## src/rtl/aes_round_sequencer_if.sv

```systemverilog
// Handshake/control bundle between the AES round sequencer (slave) and its controller/consumer (master).
// Latency: none, wires only. Backpressure: out_ready throttles DONE; dec/inv exist only with AES_SEQ_DECRYPT_EN.
interface aes_round_sequencer_if;
    logic       start;
    logic [1:0] key_len;
    logic       abort;
    logic       out_ready;
    logic [3:0] round;
    logic       state_en;
    logic       final_round;
    logic       out_valid;
    logic       busy;
`ifdef AES_SEQ_DECRYPT_EN
    logic       dec;
    logic       inv;
`endif

    modport master (
        output start, key_len, abort, out_ready,
`ifdef AES_SEQ_DECRYPT_EN
        output dec,
        input  inv,
`endif
        input  round, state_en, final_round, out_valid, busy
    );

    modport slave (
        input  start, key_len, abort, out_ready,
`ifdef AES_SEQ_DECRYPT_EN
        input  dec,
        output inv,
`endif
        output round, state_en, final_round, out_valid, busy
    );
endinterface

```

## src/rtl/aes_round_sequencer.sv

```systemverilog
// AES round-key index sequencer (IDLE/INIT/ROUND/DONE); AES_SEQ_DECRYPT_EN adds reverse-order decrypt.
// Latency: out_valid Nr+1 edges after the start-sampling edge (Nr+2 counting that edge), state_en high Nr+1 cycles.
// Backpressure: DONE holds out_valid and round until out_ready; start in DONE with out_ready chains back-to-back.
module aes_round_sequencer #(
    parameter int unsigned NR_128 = 10,
    parameter int unsigned NR_192 = 12,
    parameter int unsigned NR_256 = 14
) (
    input  logic                   clk,
    input  logic                   rst_n,
    aes_round_sequencer_if.slave   bus
);
    typedef enum logic [1:0] {S_IDLE, S_INIT, S_ROUND, S_DONE} state_t;

    state_t     r_state, w_state_nxt;
    logic [3:0] r_round, w_round_nxt;
    logic [3:0] r_nr;
    logic [3:0] w_nr_sel;
    logic [3:0] w_first_round;
    logic       w_accept;
    logic       w_last;
    logic       w_dec;
    logic       w_dec_sel;

    always_comb begin
        case (bus.key_len)
            2'b01:   w_nr_sel = 4'(NR_192);
            2'b10:   w_nr_sel = 4'(NR_256);
            default: w_nr_sel = 4'(NR_128);
        endcase
    end

    assign w_accept = bus.start && !bus.abort &&
                      ((r_state == S_IDLE) || ((r_state == S_DONE) && bus.out_ready));

`ifdef AES_SEQ_DECRYPT_EN
    logic r_dec;
    always_ff @(posedge clk or negedge rst_n) begin
        if (!rst_n)        r_dec <= 1'b0;
        else if (w_accept) r_dec <= bus.dec;
    end
    assign w_dec     = r_dec;
    assign w_dec_sel = bus.dec;
    assign bus.inv   = r_dec;
`else
    assign w_dec     = 1'b0;
    assign w_dec_sel = 1'b0;
`endif

    // Decrypt walks the key schedule backwards, so INIT uses the last key.
    assign w_first_round = w_dec_sel ? w_nr_sel : 4'd0;
    assign w_last        = w_dec ? (r_round == 4'd0) : (r_round == r_nr);

    always_comb begin
        w_state_nxt = r_state;
        w_round_nxt = r_round;
        if (bus.abort) begin
            w_state_nxt = S_IDLE;
            w_round_nxt = 4'd0;
        end else begin
            case (r_state)
                S_IDLE: begin
                    if (w_accept) begin
                        w_state_nxt = S_INIT;
                        w_round_nxt = w_first_round;
                    end
                end
                S_INIT: begin
                    w_state_nxt = S_ROUND;
                    w_round_nxt = w_dec ? (r_round - 4'd1) : (r_round + 4'd1);
                end
                S_ROUND: begin
                    if (w_last) w_state_nxt = S_DONE;
                    else        w_round_nxt = w_dec ? (r_round - 4'd1) : (r_round + 4'd1);
                end
                S_DONE: begin
                    if (w_accept) begin
                        w_state_nxt = S_INIT;
                        w_round_nxt = w_first_round;
                    end else if (bus.out_ready) begin
                        w_state_nxt = S_IDLE;
                        w_round_nxt = 4'd0;
                    end
                end
                default: begin
                    w_state_nxt = S_IDLE;
                    w_round_nxt = 4'd0;
                end
            endcase
        end
    end

    always_ff @(posedge clk or negedge rst_n) begin
        if (!rst_n) begin
            r_state <= S_IDLE;
            r_round <= 4'd0;
        end else begin
            r_state <= w_state_nxt;
            r_round <= w_round_nxt;
        end
    end

    always_ff @(posedge clk or negedge rst_n) begin
        if (!rst_n)        r_nr <= 4'(NR_128);
        else if (w_accept) r_nr <= w_nr_sel;
    end

    assign bus.round       = r_round;
    assign bus.state_en    = (r_state == S_INIT) || (r_state == S_ROUND);
    assign bus.final_round = (r_state == S_ROUND) && w_last;
    assign bus.out_valid   = (r_state == S_DONE);
    assign bus.busy        = (r_state != S_IDLE);
endmodule

```

## src/flat_wrapper.sv

```systemverilog
// flat-port wrapper written by rule: the top's interface ports become plain ports
module aes_round_sequencer_flat 
#(
    parameter int unsigned NR_128 = 10,
    parameter int unsigned NR_192 = 12,
    parameter int unsigned NR_256 = 14
)
  (clk, rst_n, bus_start, bus_key_len, bus_abort, bus_out_ready, bus_round, bus_state_en, bus_final_round, bus_out_valid, bus_busy);
  aes_round_sequencer_if bus_i ();
  input  logic clk;
  input  logic rst_n;
  input wire logic [$bits(bus_i.start)-1:0] bus_start;
  input wire logic [$bits(bus_i.key_len)-1:0] bus_key_len;
  input wire logic [$bits(bus_i.abort)-1:0] bus_abort;
  input wire logic [$bits(bus_i.out_ready)-1:0] bus_out_ready;
  output wire logic [$bits(bus_i.round)-1:0] bus_round;
  output wire logic [$bits(bus_i.state_en)-1:0] bus_state_en;
  output wire logic [$bits(bus_i.final_round)-1:0] bus_final_round;
  output wire logic [$bits(bus_i.out_valid)-1:0] bus_out_valid;
  output wire logic [$bits(bus_i.busy)-1:0] bus_busy;
  assign bus_i.start = bus_start;
  assign bus_i.key_len = bus_key_len;
  assign bus_i.abort = bus_abort;
  assign bus_i.out_ready = bus_out_ready;
  assign bus_round = bus_i.round;
  assign bus_state_en = bus_i.state_en;
  assign bus_final_round = bus_i.final_round;
  assign bus_out_valid = bus_i.out_valid;
  assign bus_busy = bus_i.busy;
  aes_round_sequencer #(.NR_128(NR_128), .NR_192(NR_192), .NR_256(NR_256)) u_core (.clk(clk), .rst_n(rst_n), .bus(bus_i));
endmodule
```

## config.mk

```make
export PLATFORM = sky130hd
export DESIGN_NAME = aes_round_sequencer_flat
export DESIGN_NICKNAME = d
export VERILOG_FILES = /design/src/rtl/aes_round_sequencer_if.sv /design/src/rtl/aes_round_sequencer.sv /design/src/flat_wrapper.sv
export SDC_FILE = /design/constraint.sdc
export NUM_CORES = 1
export LEC_CHECK = 0
export ABC_AREA = 0
export BUFFER_PORTS_ARGS = -buffer_cell sky130_fd_sc_hd__buf_2
export CAP_MARGIN = 40
export CORE_AREA = 10 10 47 49
export DETAILED_ROUTE_END_ITERATION = 8
export DIE_AREA = 0 0 57 59
export GPL_TIMING_DRIVEN = 0
export PLACE_DENSITY = 0.66
export SETUP_SLACK_MARGIN = 0.05
export SLEW_MARGIN = 20
export SYNTH_ARGS = -nofsm -noshare
export SYNTH_HDL_FRONTEND = slang
export SYNTH_SLANG_ARGS = --single-unit
```

## constraint.sdc

```tcl
create_clock -name clk -period 4.1 [get_ports clk]
set_clock_uncertainty 0.05 [all_clocks]
set_input_delay 0.615 -clock clk [delete_from_list [all_inputs] [get_ports clk]]
set_output_delay 0.615 -clock clk [all_outputs]
set_load 0.02 [all_outputs]
```

==> results.py <==
metrics = {
    "logic_synthesis": {
        "syn-num-nets": 70,
        "synth-seq-cells": 8,
        "synth.top_cell.area_share": 0.314,
        "ys_top_cells_by_area": "dfrtp_1 31%, ha_1 11%, mux2i_1 9.0%",
        "syn_area_per_cell_um2": 9.62,
        "yosysSeqAreaShare": 0.361,
        "syn_inst": 58,
        "yosys_warnings": 0,
        "yosys.area.top_type": "dfrtp_1",
        "synth_area_um2": 558,
        "synth.distinct_cells": 27,
    },
    "finish": {
        "fin_area_um2": 674,
        "fillers": 147,
        "nets": 89,
        "drive_gt1_frac": 0.303,
        "multi_input_area_um2": 323,
        "syn2layout_area_growth_pct": 20.9,
        "antennaDiodeCount": 0,
        "seq_area_um2": 201,
    },
    "global_routing": {
        "track_usage": 0.0719,
        "grt_max_degree": 9,
        "overflow": 0,
        "grt_pass1_vias": 448,
        "antenna_found_initial": 0,
        "grt_pass1_wl_um": 1950,
    },
    "clocking": {
        "clockBufferDepth": 2,
        "postCtsSetupRepairBufs": 0,
        "post_cts_resized": 0,
        "cts_buffers": 3,
        "h-tree-depth": 1,
        "root_buffer": "clkbuf_4",
        "clk_pin_slew_ns": 0.06,
        "hold_buffers": 0,
        "tritoncts": "built",
        "clk_latency_ns": 0.26,
        "clock_sinks": 8,
    },
    "route": {
        "firstDrtPassIters": 2,
        "num_vias": 460,
        "drt-initial-drc-count": 6,
        "drc": 0,
        "wl_per_cell_um": 12.4,
        "vias_per_cell": 5.00,
        "ant_nets": 0,
        "drt_wl_total_um": 1140,
    },
    "setup_path": {
        "cpLargestDelayFamily": "flip-flops",
        "critPathRequiredTime_ns": 3.43,
        "reg2reg_slack_ns": 2.41,
        "crit_slowest_cell": "dfstp_2",
        "crit_chain": "xor2_1 -> nor3_1 -> and2_1 -> buf_2",
        "worst-setup-path-type": "reg2out",
        "cp-end-kind": "output port",
        "path_buf_inv": 1,
        "rr_worst_depth": 6,
        "critPathArrivalTime_ns": 1.49,
        "startpoint": "u_core.r_nr[1]",
        "start_kind": "flop",
        "slowest_delay_ns": 0.54,
        "critPathMaxFanout": 3,
        "r2r_start": "u_core.r_state[1]",
        "rr_endpoint": "u_core.r_state[0]",
    },
    "place": {
        "place_ws_ns": 2.20,
        "port_buffers": 14,
        "dp_hpwl_um": 943,
        "place_area_um2": 648,
        "finalWeightedCongestion": 0.795,
    },
    "timing": {
        "hold_violations": 0,
        "timing.setup.tns_ns": 0,
        "clock.fmax_mhz": 463,
        "fin_crit_ns": 2.16,
        "maxSlewViolCount": 0,
        "relSlewSlack": 0.753,
        "fin_crit_sh": 0.527,
        "tightestPinTransition_ns": 0.370,
        "rsz0062_at_grt": "no",
        "setup_viol": 0,
        "fin_ws_ns": 1.94,
        "hold_slack_ns": 0.135,
    },
    "die": {
        "pin_count": 15,
        "fp.dieArea_um2": 3360,
        "fp.dieW_um": 57,
        "die_y_um": 59,
        "start_util": 0.398,
        "core_um2": 1400,
        "rows": 14,
    },
    "power": {
        "vdd_drop_max_v": 0.000297,
        "powerDensity_nw_per_um2": 587,
        "power.leakage_nw": 0.335,
    },
    "min_path": {
        "hold_path.class": "in2async",
    },
    "flow_run": {
        "cap_violations": 0,
    },
    "run_status": {
        "status": "complete, no violations",
    },
}
==> routing by layer <==
metal  vias up  global-route usage  share of wire  routed length (µm)
met5         -                   0              0                   0
met4         0              0.0604         0.0079                   9
met1       213              0.0778           0.44                 505
li1        240                   -              -                   -
met2         5               0.115           0.51                 579
met3         2              0.0193          0.039                  45
==> cell families after synthesis <==
kind of cell             synth area share
multiplexers                       0.0897
AO/OA/AOI/OAI                       0.139
adder cells (fa/ha/maj)             0.112
XOR/XNOR                           0.0314
flip-flops                          0.361
AND/OR/NAND/NOR                     0.206
buffers and inverters              0.0605
==> through the flow <==
stage                     utilization  std cells  total power, W
final                           0.481         92        0.000396
after global routing            0.481         92        0.000436
after detailed placement        0.463         88        0.000337
after global placement          0.463         88        0.000333
after CTS                       0.481         92        0.000403
after floorplan                     -         58        0.000280
==> cell usage after synthesis <==
cell and count:
inv_1 9, dfrtp_1 7, ha_1 5, mux2i_1 5, nand3_1 4, nand2b_1 3
a31o_1 2, nand2_1 2, o21ai_2 2, xor2_1 2, a21oi_1 1, a21oi_2 1
a2bb2oi_1 1, a31oi_1 1, and2_1 1, dfstp_2 1, nand2_2 1, nor2_1 1
nor2b_1 1, nor3_1 1, nor3b_1 1, nor4b_1 1, o21ai_1 1, o221ai_1 1
or2b_1 1, or3_1 1, or4_4 1
==> where the power goes <==
group / switching [W] / internal, W
combinational: 0.000116 / 0.0000781
clock: 0.0000280 / 0.0000373
sequential: 0.0000268 / 0.000109
total: 0.000171 / 0.000225
==> registers in the layout, summed over array words and instances (netlist names) <==
signal / flops
u_core.r_state: 2
u_core.bus.round: 4
u_core.r_nr: 2
==> cell type report <==
type	instances	share of cell area
multi-input cells	41	0.479
clock buffers	4	0.0390
inverters	9	0.0501
flip-flops and latches	8	0.299
repair buffers	14	0.104
well taps	16	0.0297
==> worst max path at each step <==
stage                       to  cells after the start
3_5_place_dp   bus_final_round                      4
6_report       bus_final_round                      4
2_1_floorplan  bus_final_round                      3
3_3_place_gp   bus_final_round                      4
5_1_grt        bus_final_round                      4
4_1_cts        bus_final_round                      4
==> layout by cell type (no fill, tap or decap), types with 2 or more instances in the layout <==
cell type	count
nand2_1	2
dfrtp_1	7
nand2b_1	3
mux2i_1	5
nand3_1	4
xor2_1	2
ha_1	5
buf_2	14
o21ai_2	2
clkbuf_4	3
inv_1	9
a31o_1	2
Note: power is estimated with default switching activity, not from simulation.
